`src/rtl/uart_tx_serializer_if.sv`:
```
// Parallel-byte request / serial-line bundle between a TX data source and the UART serializer.
interface uart_tx_serializer_if #(
    parameter int unsigned DATA_WIDTH = 8
);
    logic [DATA_WIDTH-1:0] P_DATA;
    logic                  Data_Valid;
    logic                  PAR_EN;
    logic                  PAR_TYP;
    logic                  TX_OUT;
    logic                  Busy;

    modport master (
        output P_DATA, Data_Valid, PAR_EN, PAR_TYP,
        input  TX_OUT, Busy
    );

    modport slave (
        input  P_DATA, Data_Valid, PAR_EN, PAR_TYP,
        output TX_OUT, Busy
    );
endinterface

```
`src/rtl/uart_tx_serializer.sv`:
```
// UART transmit serializer: start bit, LSB-first data, optional parity, stop bit,
// each bit held PRESCALE clocks. TX_OUT and Busy come straight from flops.
module uart_tx_serializer #(
    parameter int unsigned DATA_WIDTH = 8,
    parameter int unsigned PRESCALE   = 8
) (
    input  logic                  CLK,
    input  logic                  RST,
    uart_tx_serializer_if.slave   bus
);

    localparam int unsigned CW = (PRESCALE > 1) ? $clog2(PRESCALE) : 1;
    localparam int unsigned BW = (DATA_WIDTH > 1) ? $clog2(DATA_WIDTH) : 1;

    localparam logic [2:0] S_IDLE   = 3'd0;
    localparam logic [2:0] S_START  = 3'd1;
    localparam logic [2:0] S_DATA   = 3'd2;
    localparam logic [2:0] S_PARITY = 3'd3;
    localparam logic [2:0] S_STOP   = 3'd4;

    logic [2:0]            state_q,   nxt_state;
    logic [CW-1:0]         edge_q,    nxt_edge;
    logic [BW-1:0]         bit_q,     nxt_bit;
    logic [DATA_WIDTH-1:0] data_q,    nxt_data;
    logic                  par_en_q,  nxt_par_en;
    logic                  par_bit_q, nxt_par_bit;
    logic                  load_q,    nxt_load;
    logic                  tx_q,      nxt_tx;
    logic                  busy_q,    nxt_busy;

    logic bit_done_c;
    logic last_bit_c;

    assign bit_done_c = (edge_q == CW'(PRESCALE - 1));
    assign last_bit_c = (bit_q == BW'(DATA_WIDTH - 1));

    // State and datapath registers; reset aborts any frame and parks the line high
    always_ff @(posedge CLK or posedge RST) begin
        if (RST) begin
            state_q   <= S_IDLE;
            edge_q    <= '0;
            bit_q     <= '0;
            data_q    <= '0;
            par_en_q  <= 1'b0;
            par_bit_q <= 1'b0;
            load_q    <= 1'b0;
            tx_q      <= 1'b1;
            busy_q    <= 1'b0;
        end else begin
            state_q   <= nxt_state;
            edge_q    <= nxt_edge;
            bit_q     <= nxt_bit;
            data_q    <= nxt_data;
            par_en_q  <= nxt_par_en;
            par_bit_q <= nxt_par_bit;
            load_q    <= nxt_load;
            tx_q      <= nxt_tx;
            busy_q    <= nxt_busy;
        end
    end

    // Next state, word latch and next registered line level
    always_comb begin
        nxt_state   = state_q;
        nxt_edge    = '0;
        nxt_bit     = bit_q;
        nxt_data    = data_q;
        nxt_par_en  = par_en_q;
        nxt_par_bit = par_bit_q;
        nxt_load    = 1'b0;
        nxt_tx      = 1'b1;
        nxt_busy    = 1'b0;

        if (state_q != S_IDLE) begin
            nxt_edge = bit_done_c ? '0 : edge_q + CW'(1);
        end

        case (state_q)
            S_IDLE: begin
                // Word is latched one cycle ahead of the start bit
                if (load_q) begin
                    nxt_state = S_START;
                end else if (bus.Data_Valid) begin
                    nxt_data    = bus.P_DATA;
                    nxt_par_en  = bus.PAR_EN;
                    nxt_par_bit = (^bus.P_DATA) ^ bus.PAR_TYP;
                    nxt_load    = 1'b1;
                end
            end
            S_START: begin
                if (bit_done_c) nxt_state = S_DATA;
            end
            S_DATA: begin
                if (bit_done_c) begin
                    if (last_bit_c) begin
                        nxt_bit   = '0;
                        nxt_state = par_en_q ? S_PARITY : S_STOP;
                    end else begin
                        nxt_bit = bit_q + BW'(1);
                    end
                end
            end
            S_PARITY: begin
                if (bit_done_c) nxt_state = S_STOP;
            end
            S_STOP: begin
                // Back-to-back word skips the idle/latch cycle entirely
                if (bit_done_c) begin
                    if (bus.Data_Valid) begin
                        nxt_data    = bus.P_DATA;
                        nxt_par_en  = bus.PAR_EN;
                        nxt_par_bit = (^bus.P_DATA) ^ bus.PAR_TYP;
                        nxt_state   = S_START;
                    end else begin
                        nxt_state = S_IDLE;
                    end
                end
            end
            default: nxt_state = S_IDLE;
        endcase

        case (nxt_state)
            S_START:  nxt_tx = 1'b0;
            S_DATA:   nxt_tx = nxt_data[nxt_bit];
            S_PARITY: nxt_tx = nxt_par_bit;
            default:  nxt_tx = 1'b1;
        endcase
        nxt_busy = (nxt_state != S_IDLE);
    end

    assign bus.TX_OUT = tx_q;
    assign bus.Busy   = busy_q;

endmodule

```
`src/flat_wrapper.sv`:
```
// flat-port wrapper written by rule: the top's interface ports become plain ports
module uart_tx_serializer_flat 
#(
    parameter int unsigned DATA_WIDTH = 8,
    parameter int unsigned PRESCALE   = 8
)
  (CLK, RST, bus_P_DATA, bus_Data_Valid, bus_PAR_EN, bus_PAR_TYP, bus_TX_OUT, bus_Busy);
  uart_tx_serializer_if #(.DATA_WIDTH(DATA_WIDTH)) bus_i ();
  input  logic CLK;
  input  logic RST;
  input wire logic [$bits(bus_i.P_DATA)-1:0] bus_P_DATA;
  input wire logic [$bits(bus_i.Data_Valid)-1:0] bus_Data_Valid;
  input wire logic [$bits(bus_i.PAR_EN)-1:0] bus_PAR_EN;
  input wire logic [$bits(bus_i.PAR_TYP)-1:0] bus_PAR_TYP;
  output wire logic [$bits(bus_i.TX_OUT)-1:0] bus_TX_OUT;
  output wire logic [$bits(bus_i.Busy)-1:0] bus_Busy;
  assign bus_i.P_DATA = bus_P_DATA;
  assign bus_i.Data_Valid = bus_Data_Valid;
  assign bus_i.PAR_EN = bus_PAR_EN;
  assign bus_i.PAR_TYP = bus_PAR_TYP;
  assign bus_TX_OUT = bus_i.TX_OUT;
  assign bus_Busy = bus_i.Busy;
  uart_tx_serializer #(.DATA_WIDTH(DATA_WIDTH), .PRESCALE(PRESCALE)) u_core (.CLK(CLK), .RST(RST), .bus(bus_i));
endmodule
```
`config.mk`:
```
export PLATFORM = sky130hd
export DESIGN_NAME = uart_tx_serializer_flat
export DESIGN_NICKNAME = d
export VERILOG_FILES = /design/src/rtl/uart_tx_serializer_if.sv /design/src/rtl/uart_tx_serializer.sv /design/src/flat_wrapper.sv
export SDC_FILE = /design/constraint.sdc
export NUM_CORES = 1
export LEC_CHECK = 0
export CAP_MARGIN = 20
export CORE_MARGIN = 2
export CORE_UTILIZATION = 30
export CTS_BUF_LIST = sky130_fd_sc_hd__clkbuf_8
export CTS_CLUSTER_DIAMETER = 60
export DETAILED_ROUTE_END_ITERATION = 10
export PLACE_DENSITY = 0.59
export SYNTH_ARGS = -nofsm -noshare
export SYNTH_HDL_FRONTEND = slang
export SYNTH_SLANG_ARGS = --single-unit
```
`constraint.sdc`:
```
create_clock -name CLK -period 2.3 [get_ports CLK]
set_input_delay 0.69 -clock CLK [delete_from_list [all_inputs] [get_ports CLK]]
set_output_delay 0.69 -clock CLK [all_outputs]
set_load 0.05 [all_outputs]
```
==> results of run 1 <==
-- how the worst max path moves through the flow --
stage	startpoint	cells after the start	slack, ns	to
after floorplan	bus_Data_Valid	7	0.006	u_core.bus.TX_OUT
final	u_core.edge_q[0]	8	0.12	u_core.bus.TX_OUT
after global placement	bus_Data_Valid	7	-0.57	u_core.bus.TX_OUT
after global routing	u_core.edge_q[1]	8	-0.02	u_core.bus.TX_OUT
after detailed placement	bus_Data_Valid	7	-0.62	u_core.bus.TX_OUT
after CTS	bus_Data_Valid	8	0.006	u_core.bus.TX_OUT
-- per-stage QoR --
step                      instances  setup TNS [ns]  worst slack (ns)  utilization  area (um2)
after floorplan                 102               0           0.00647            -        1210
after global placement          171           -1.59            -0.567        0.389        1460
after detailed placement        171           -2.04            -0.624        0.389        1460
after CTS                       175               0           0.00599        0.410        1540
after global routing            176         -0.0240           -0.0240        0.419        1570
final                           176               0             0.120        0.419        1570
-- routing by layer --
metal,vias to the layer above,wire length (um),global-route usage,share of wire
li1,417,-,-,-
met1,414,1080,0.136,0.47
met2,22,1090,0.200,0.48
met3,0,119,0.0450,0.052
met4,0,0,0.0306,0
met5,-,0,0,0
-- area by class of cell --
class                   instances  area (um2)  share of cell area
multi-input cells              71         656               0.418
flip-flops and latches         22         552               0.352
repair buffers                 26         226               0.144
well taps                      48        60.1              0.0383
clock buffers                   4        55.1              0.0351
inverters                       5        18.8              0.0120
-- cells in the final DEF, fill, tap and decap left out, drive strengths merged, types with 2 or more instances in the layout --
master and instances:
a21oi 4, buf 13, clkbuf 5, clkdlybuf4s50 12, dfrtp 21, ha 5
inv 5, mux2 10, mux2i 2, mux4 2, nand2 6, nand3b 2
nor2 6, nor2b 4, nor3 4, xnor2 6
-- power by group --
part / switching [W] / internal [W]
clock network: 0.000129 / 0.000153
logic: 0.0000381 / 0.0000554
registers: 0.00000436 / 0.000400
total: 0.000172 / 0.000608
-- sequential cells by signal, summed over array words and instances, names as in the netlist --
register and flops:
u_core.data_q 8, u_core.bit_q 3, u_core.edge_q 3, u_core.state_q 3
u_core.bus.Busy 1, u_core.bus.TX_OUT 1, u_core.load_q 1, u_core.par_bit_q 1
u_core.par_en_q 1
-- cell families (layout without fill, tap and decap cells) --
family	Yosys count	in the layout
multiplexers	14	14
AO/OA/AOI/OAI	12	12
buffers and inverters	9	35
adder cells (fa/ha/maj)	5	5
AND/OR/NAND/NOR	32	32
XOR/XNOR	8	8
flip-flops	22	22
-- timing repair --
item	4_1_cts	5_1_grt
setup endpoints to repair	1	1
pin swaps	3	5
cloned	0	0
buffers inserted	0	1
hold endpoints to repair	0	0
resized for setup	5	7
==> run summary, run 1 <==
For the number of routed nets with antenna violations, the log shows 0. The ratio of routed vias to standard cells was 4.85; the final RePlAce weighted congestion was 0.743. The multiplexer fraction of the synthesized cell area came out at 0.154.

Counting flops and latches in the post-synthesis netlist gives 22. The first-pass iteration count of the detailed router is 4. The tools report the number of hold violations in the final report as 0. The average routed wire per standard cell was 13.0 um; the count of yosys warnings during synthesis was 0. Across all register-to-register paths, the minimum setup slack is 0.12 ns.

The worst hold path belongs to the class flop to flop. Number of I/O pins: 15. Entering global routing, the biggest net connects 23 pins. The hold path startpoint is u_core.data_q[2].

Element type at the critical path end: a flop. Data on the critical path arrives at its endpoint at 2.37 ns. The tools report the leakage power figure as 0.687 nW.

Buffers inserted to repair hold after CTS numbered 0. By count the netlist is led by dfrtp_1, mux2_2, nand2_1, nor2_1, xnor2_1. The dominant synthesized flop cell is dfrtp_1. Floorplan core area: 3740 um2. The tools report the endpoint of the worst hold path as u_core.data_q[2]. The share of the synthesized netlist area taken by xor and xnor gates is 0.0699, and the initial standard-cell utilization of the core is 0.320. The die span in x is 67.2 um, and the number of vias in the routed layout is 853. Max-cap check violation count: 0. The first global-routing pass estimated 3.89 mm of wire.

Critical-path cell with the highest stage delay: mux4_2. The number of flops mapped to enable cells by yosys works out to 0. The type of element launching the critical path was a flop. TritonCTS built the clock tree. The clock passes through at most 2 buffers. For the clock latency on the worst-skew pair, the log shows 0.26 ns. The worst slew margin relative to its limit was 0.673; the area growth from synthesis to layout was 30.8%. Counting the buffers created by CTS gives 3. The logs give 2.49 ns for the required time reported for the critical path endpoint and 147 for the net total in the final layout. Based on the critical path, the design can be clocked at up to 0.459 GHz. The critical path in this run is classified as flop to flop.

The wire-length estimate of the detail-placed layout is 1.76 mm. The synthesized design spends more area on one cell type than any other, namely dfrtp_1. The final setup violation count was 0; the fraction of final layout cells with drive strength greater than 1 was 0.305. The highest net fanout along the worst path came out at 3.

Area fraction in compound gates after synthesis: 0.0678. Traced cell by cell, the critical path runs through ha_4 > ha_4 > and4bb_2 > mux2i_4 > mux4_2 > nor2b_1 > nor4_1 > nand4bb_1. Counting cells, the worst reg-to-reg path comes to 8. The tree is rooted in a clkbuf_8. The slew at the pin closest to its max-slew limit is 0.490 ns, and the via count of the first global-routing pass is 866.

The run gives 0 as the total congestion overflow. The worst register-to-register path begins at u_core.edge_q[0]. Cell seen most often among critical-path stages: ha_4.

In this run the critical register-to-register path is captured at u_core.bus.TX_OUT. The number of cells on the worst hold path came out at 1. The areal power density over the cells was 498 nW/um2.

By area, the combinational part of the netlist is dominated by multiplexers. The post-synthesis async set-or-reset flop share was 1.00. 0 antenna diodes ended up in the layout. The logs give 0.509 ns for the smallest hold slack and 0 for the number of antenna violations at the first check in global routing.

The clock slew seen by the registers of the worst setup and hold paths came out at 0.08 ns. In this design, the largest share of critical-path delay is due to multiplexers. The tools report the violation count after the first detailed-route iteration as 25. The total routed wirelength is 2.28 mm, and the minimum clock period is 2.18 ns. The critical path contains buffers and inverters numbering 0 combined. The count of pins over their slew limit is 0. For the floorplan die area, the log shows 4520 um2. By area the synthesized netlist is led by dfrtp_1, mux2_2, ha_1. The total routing resource utilization after global routing was 0.117.

The number of nets handed over by synthesis was 120. In this run the core area contains 22 standard-cell rows. Mean cell area of the mapped netlist: 11.8 um2.

The number of H-tree levels came out at 1. Setup repair after global routing could not meet its margin everywhere. Clock skew on the completed layout was measured at 0.00272 ns. IR analysis of the VDD net gives a maximum drop of 222 uV. The post-synth design cell area is 1200 um2, and the distinct cell type count after synthesis is 39.

The flow ran to the end, and the final reports show no timing, DRC or antenna violations. The post-synthesis share of cell area spent on and, or, nand and nor gates was 0.153. Counting every sink on the clock net gives 22. On the worst path, the slowest cell contributes a delay of 0.52 ns.

Yosys instantiated no cell more often than dfrtp_1. The fraction of synthesized cell area taken by the top area cell type is 0.438. The run gives 385 as the number of fill cells in the layout.

Synthesis produced 102 cells. The DRC violation count after routing was 0. The adder-cell share of the synthesized area was 0.0522; the final period utilization was 0.948. The count of port buffers added during placement works out to 14.

The sequential-to-total area share from yosys stat is 0.460, and the y dimension of the die is 67.2 um. Power comes to 0.000780 W.
Power figures use the tool's default switching activity.
==> run 2: changes to the inputs <==
--- a/config.mk
+++ b/config.mk
@@ -7,11 +7,11 @@
 export LEC_CHECK = 0
 export CAP_MARGIN = 20
 export CORE_MARGIN = 2
-export CORE_UTILIZATION = 30
+export CORE_UTILIZATION = 45
 export CTS_BUF_LIST = sky130_fd_sc_hd__clkbuf_8
 export CTS_CLUSTER_DIAMETER = 60
 export DETAILED_ROUTE_END_ITERATION = 10
-export PLACE_DENSITY = 0.59
+export PLACE_DENSITY = 0.78
 export SYNTH_ARGS = -nofsm -noshare
 export SYNTH_HDL_FRONTEND = slang
 export SYNTH_SLANG_ARGS = --single-unit
==> run 2 against run 1 <==
The flow now finishes with violations (setup timing). Power down 1.3%. Worst setup slack worse by 0.15 ns. Register-to-register slack worse by 0.08 ns. Largest cell class unchanged.
==> run summary, run 2 (synthesis gave the netlist of run 1 again) <==
The total congestion overflow was 0 (unchanged). Most common cell after layout, fill and taps aside: dfrtp_1. The number of hold violations in the final report is 0 (unchanged). The critical-path cell with the highest stage delay was or3b_4. The flip-flop count of the largest register after layout is 8 (unchanged), and the clock slew seen by the registers of the worst setup and hold paths is 0.08 ns (about the same). For the detailed placement HPWL, the log shows 1.77 mm (+0.41%).

The worst setup path is captured at a flop. The critical path is of the input pin to flop type. The run gives 0 (unchanged) as the number of antenna violations at the first check in global routing. The count of port buffers added during placement was 14 (unchanged); the average routed wire per standard cell was 14.0 um (+8.0%). The slew at the pin closest to its max-slew limit was 0.569 ns (+0.0792 ns). The register name with the most flops was u_core.data_q.

The setup slack at placement is -0.597 ns (+0.0274 ns). The number of cells on the worst hold path came out at 2 (+1). The leakage power figure was 0.704 nW (+2.5%). The number of buffer and inverter stages on the critical path came out at 1 (+1).

TritonCTS built the clock tree. Kind of cell adding the most delay to the critical path: simple AND/OR/NAND/NOR gates. The max-cap check violation count was 0 (unchanged). The total routing resource utilization after global routing came out at 0.157 (+0.0406). The clock sink count was 22 (unchanged); the die span in x was 55.6 um (-17%). The kind of path behind the tightest hold check is flop to flop. In this run the clock root is driven by a clkbuf_8. The tools report the count of pins over their slew limit as 0 (unchanged). The logs give 876 (+2.7%) for the number of vias in the routed layout and 0.886 (+19%) for the final RePlAce weighted congestion.

The logs give 2.27 mm (-0.57%) for the total routed wirelength and 0.26 ns (about the same) for the clock latency on the worst-skew pair. The logic depth of the worst register-to-register path was 8 (unchanged). Number of standard-cell rows in the floorplan: 18 (-18%).

The via count of the first global-routing pass is 909 (+5.0%), and the post-route non-filler standard cell count is 162 (-8.0%). Storage element area: 552 um2 (unchanged). For the final critical-path setup slack, the log shows -0.0349 ns (-0.154 ns).

The number of cells after detailed placement is 154 (-9.9%). In this run the most critical hold path is launched from u_core.par_bit_q. The CTS buffer count came out at 3 (unchanged). The minimum clock period works out to 2.33 ns (+0.154 ns). Setup repair after global routing could not meet its margin everywhere. The fraction of final layout cells with drive strength greater than 1 is 0.326 (+0.0211).

The number of I/O pins is 15 (unchanged), and the ratio of routed vias to standard cells is 5.41 (+12%). Walking the worst path, the cells encountered are clkdlybuf4s15_1 > or3b_4 > a211o_4 > mux2_4 > o31ai_4 > nor4_1 > nand4bb_1. The tools report the endpoint of the worst hold path as u_core.par_bit_q.

The run gives 151 (+2.7%) as the net total in the final layout. The final core area utilization is 0.633 (+0.214). In this run the critical register-to-register path is captured at u_core.bus.TX_OUT.

The run gives 3.76 mm (-3.4%) as the wire length of the first global-routing pass. The number of routed nets with antenna violations was 0 (unchanged); the worst-case register-to-register setup slack was 0.04 ns (-0.08 ns). The final reports fail on setup timing. The area growth from synthesis to layout was 32.0%. Type of element launching the critical path: an input pin. Highest net fanout along the worst path: 7 (+4).

The y dimension of the die was 55.6 um (-17%). The maximum number of pins on one net before global-route repair is 13 (-43%). The areal power density over the cells is 487 nW/um2 (-2.2%).

The beginning of the worst register-to-register path was u_core.edge_q[0]. The worst slew margin relative to its limit was 0.618 (-0.0547); the DRC violation count after routing was 0 (unchanged). The logs give 0.00410 ns (+0.00138 ns) for the clock skew and 207 (-46%) for the number of fill cells in the layout. The maximum achievable frequency is 0.428 GHz (-6.6%). For the required time reported for the critical path endpoint, the log shows 2.48 ns (about the same).

The final period utilization is 1.02 (+0.0671). The diode insertion count for antenna repair was 0 (unchanged); the maximum buffer depth of the clock tree was 2 (unchanged). The number of H-tree levels came out at 1 (unchanged). The run gives 0 (unchanged) as the number of hold buffers added after cts. The tools report the floorplan core area as 2500 um2 (-33%). In the layout the commonest cells are dfrtp_1, buf_4, clkdlybuf4s50_1, mux2_2.

The run gives 1 (+1) as the final setup violation count. The tools report the violation count after the first detailed-route iteration as 12 (-52%). First-pass iteration count of the detailed router: 4 (unchanged). The area used by multi-input combinational logic is 658 um2 (+0.38%), and the worst supply voltage drop on vdd is 413 uV (+86%). The initial standard-cell utilization of the core is 0.479 (+0.159).

The tools report the floorplan die area as 3090 um2 (-32%). The worst path arrival time was 2.52 ns (+0.15 ns); the delay of the slowest cell on the worst path was 0.39 ns (-0.13 ns). The flow ran to the end, but the final reports show violations.
==> run 2: repair_timing <==
action,CTS,global route
pin swaps,3,4
setup buffers,3,1
endpoints found under the setup margin,1,1
resized for setup,10,3
hold endpoints to repair,0,0
==> run 2: routing by layer <==
metal  wire length, um  part of all wire  vias to the layer above  global-route usage
met2              1220              0.54                       27               0.293
met1               902              0.40                      423               0.168
met5                 0                 0                        -                   0
met4                45             0.020                        0              0.0732
met3               104             0.046                        6              0.0326
li1                  -                 -                      420                   -
==> run 2: worst register-to-register path, cell delays in order (launching register included) <==
cell       delay, ns
dfrtp_1         0.40
ha_4            0.16
ha_4            0.12
and4bb_2        0.28
mux2i_4         0.30
mux4_2          0.54
nor2b_2         0.13
nor4_1          0.05
nand4bb_1       0.19
==> run 2: cell type report <==
cell class | count | share of cell area
Clock buffer | 4 | 0.0348
Timing Repair Buffer | 30 | 0.165
Sequential cell | 22 | 0.349
Multi-Input combinational cell | 71 | 0.416
Tap cell | 30 | 0.0237
Inverter | 5 | 0.0119
==> run 2: how the worst max path moves through the flow <==
stage,endpoint,slack [ns],cells after the start,startpoint
after CTS,u_core.bus.TX_OUT,0.009,8,bus_Data_Valid
after detailed placement,u_core.bus.TX_OUT,-0.60,8,bus_Data_Valid
after global routing,u_core.bus.TX_OUT,-0.07,7,bus_Data_Valid
final,u_core.bus.TX_OUT,-0.03,7,bus_Data_Valid
after floorplan,u_core.bus.TX_OUT,0.006,7,bus_Data_Valid
after global placement,u_core.bus.TX_OUT,-0.50,8,bus_Data_Valid
==> run 2: report_power, final <==
part / switching [W] / internal (W)
Sequential: 0.00000469 / 0.000400
Combinational: 0.0000373 / 0.0000579
Clock: 0.000118 / 0.000152
Total: 0.000160 / 0.000611
==> run 2: through the flow <==
stage | total power (W) | hold WS (ns) | setup TNS, ns | instance area, um2
6_report | 0.000770 | 0.508 | -0.0349 | 1580
5_1_grt | 0.000807 | 0.530 | -0.0672 | 1580
4_1_cts | 0.000773 | 0.494 | 0 | 1560
3_5_place_dp | 0.000508 | 0.432 | -1.84 | 1440
3_3_place_gp | 0.000505 | 0.428 | -1.36 | 1440
2_1_floorplan | 0.000463 | 0.415 | 0 | 1210
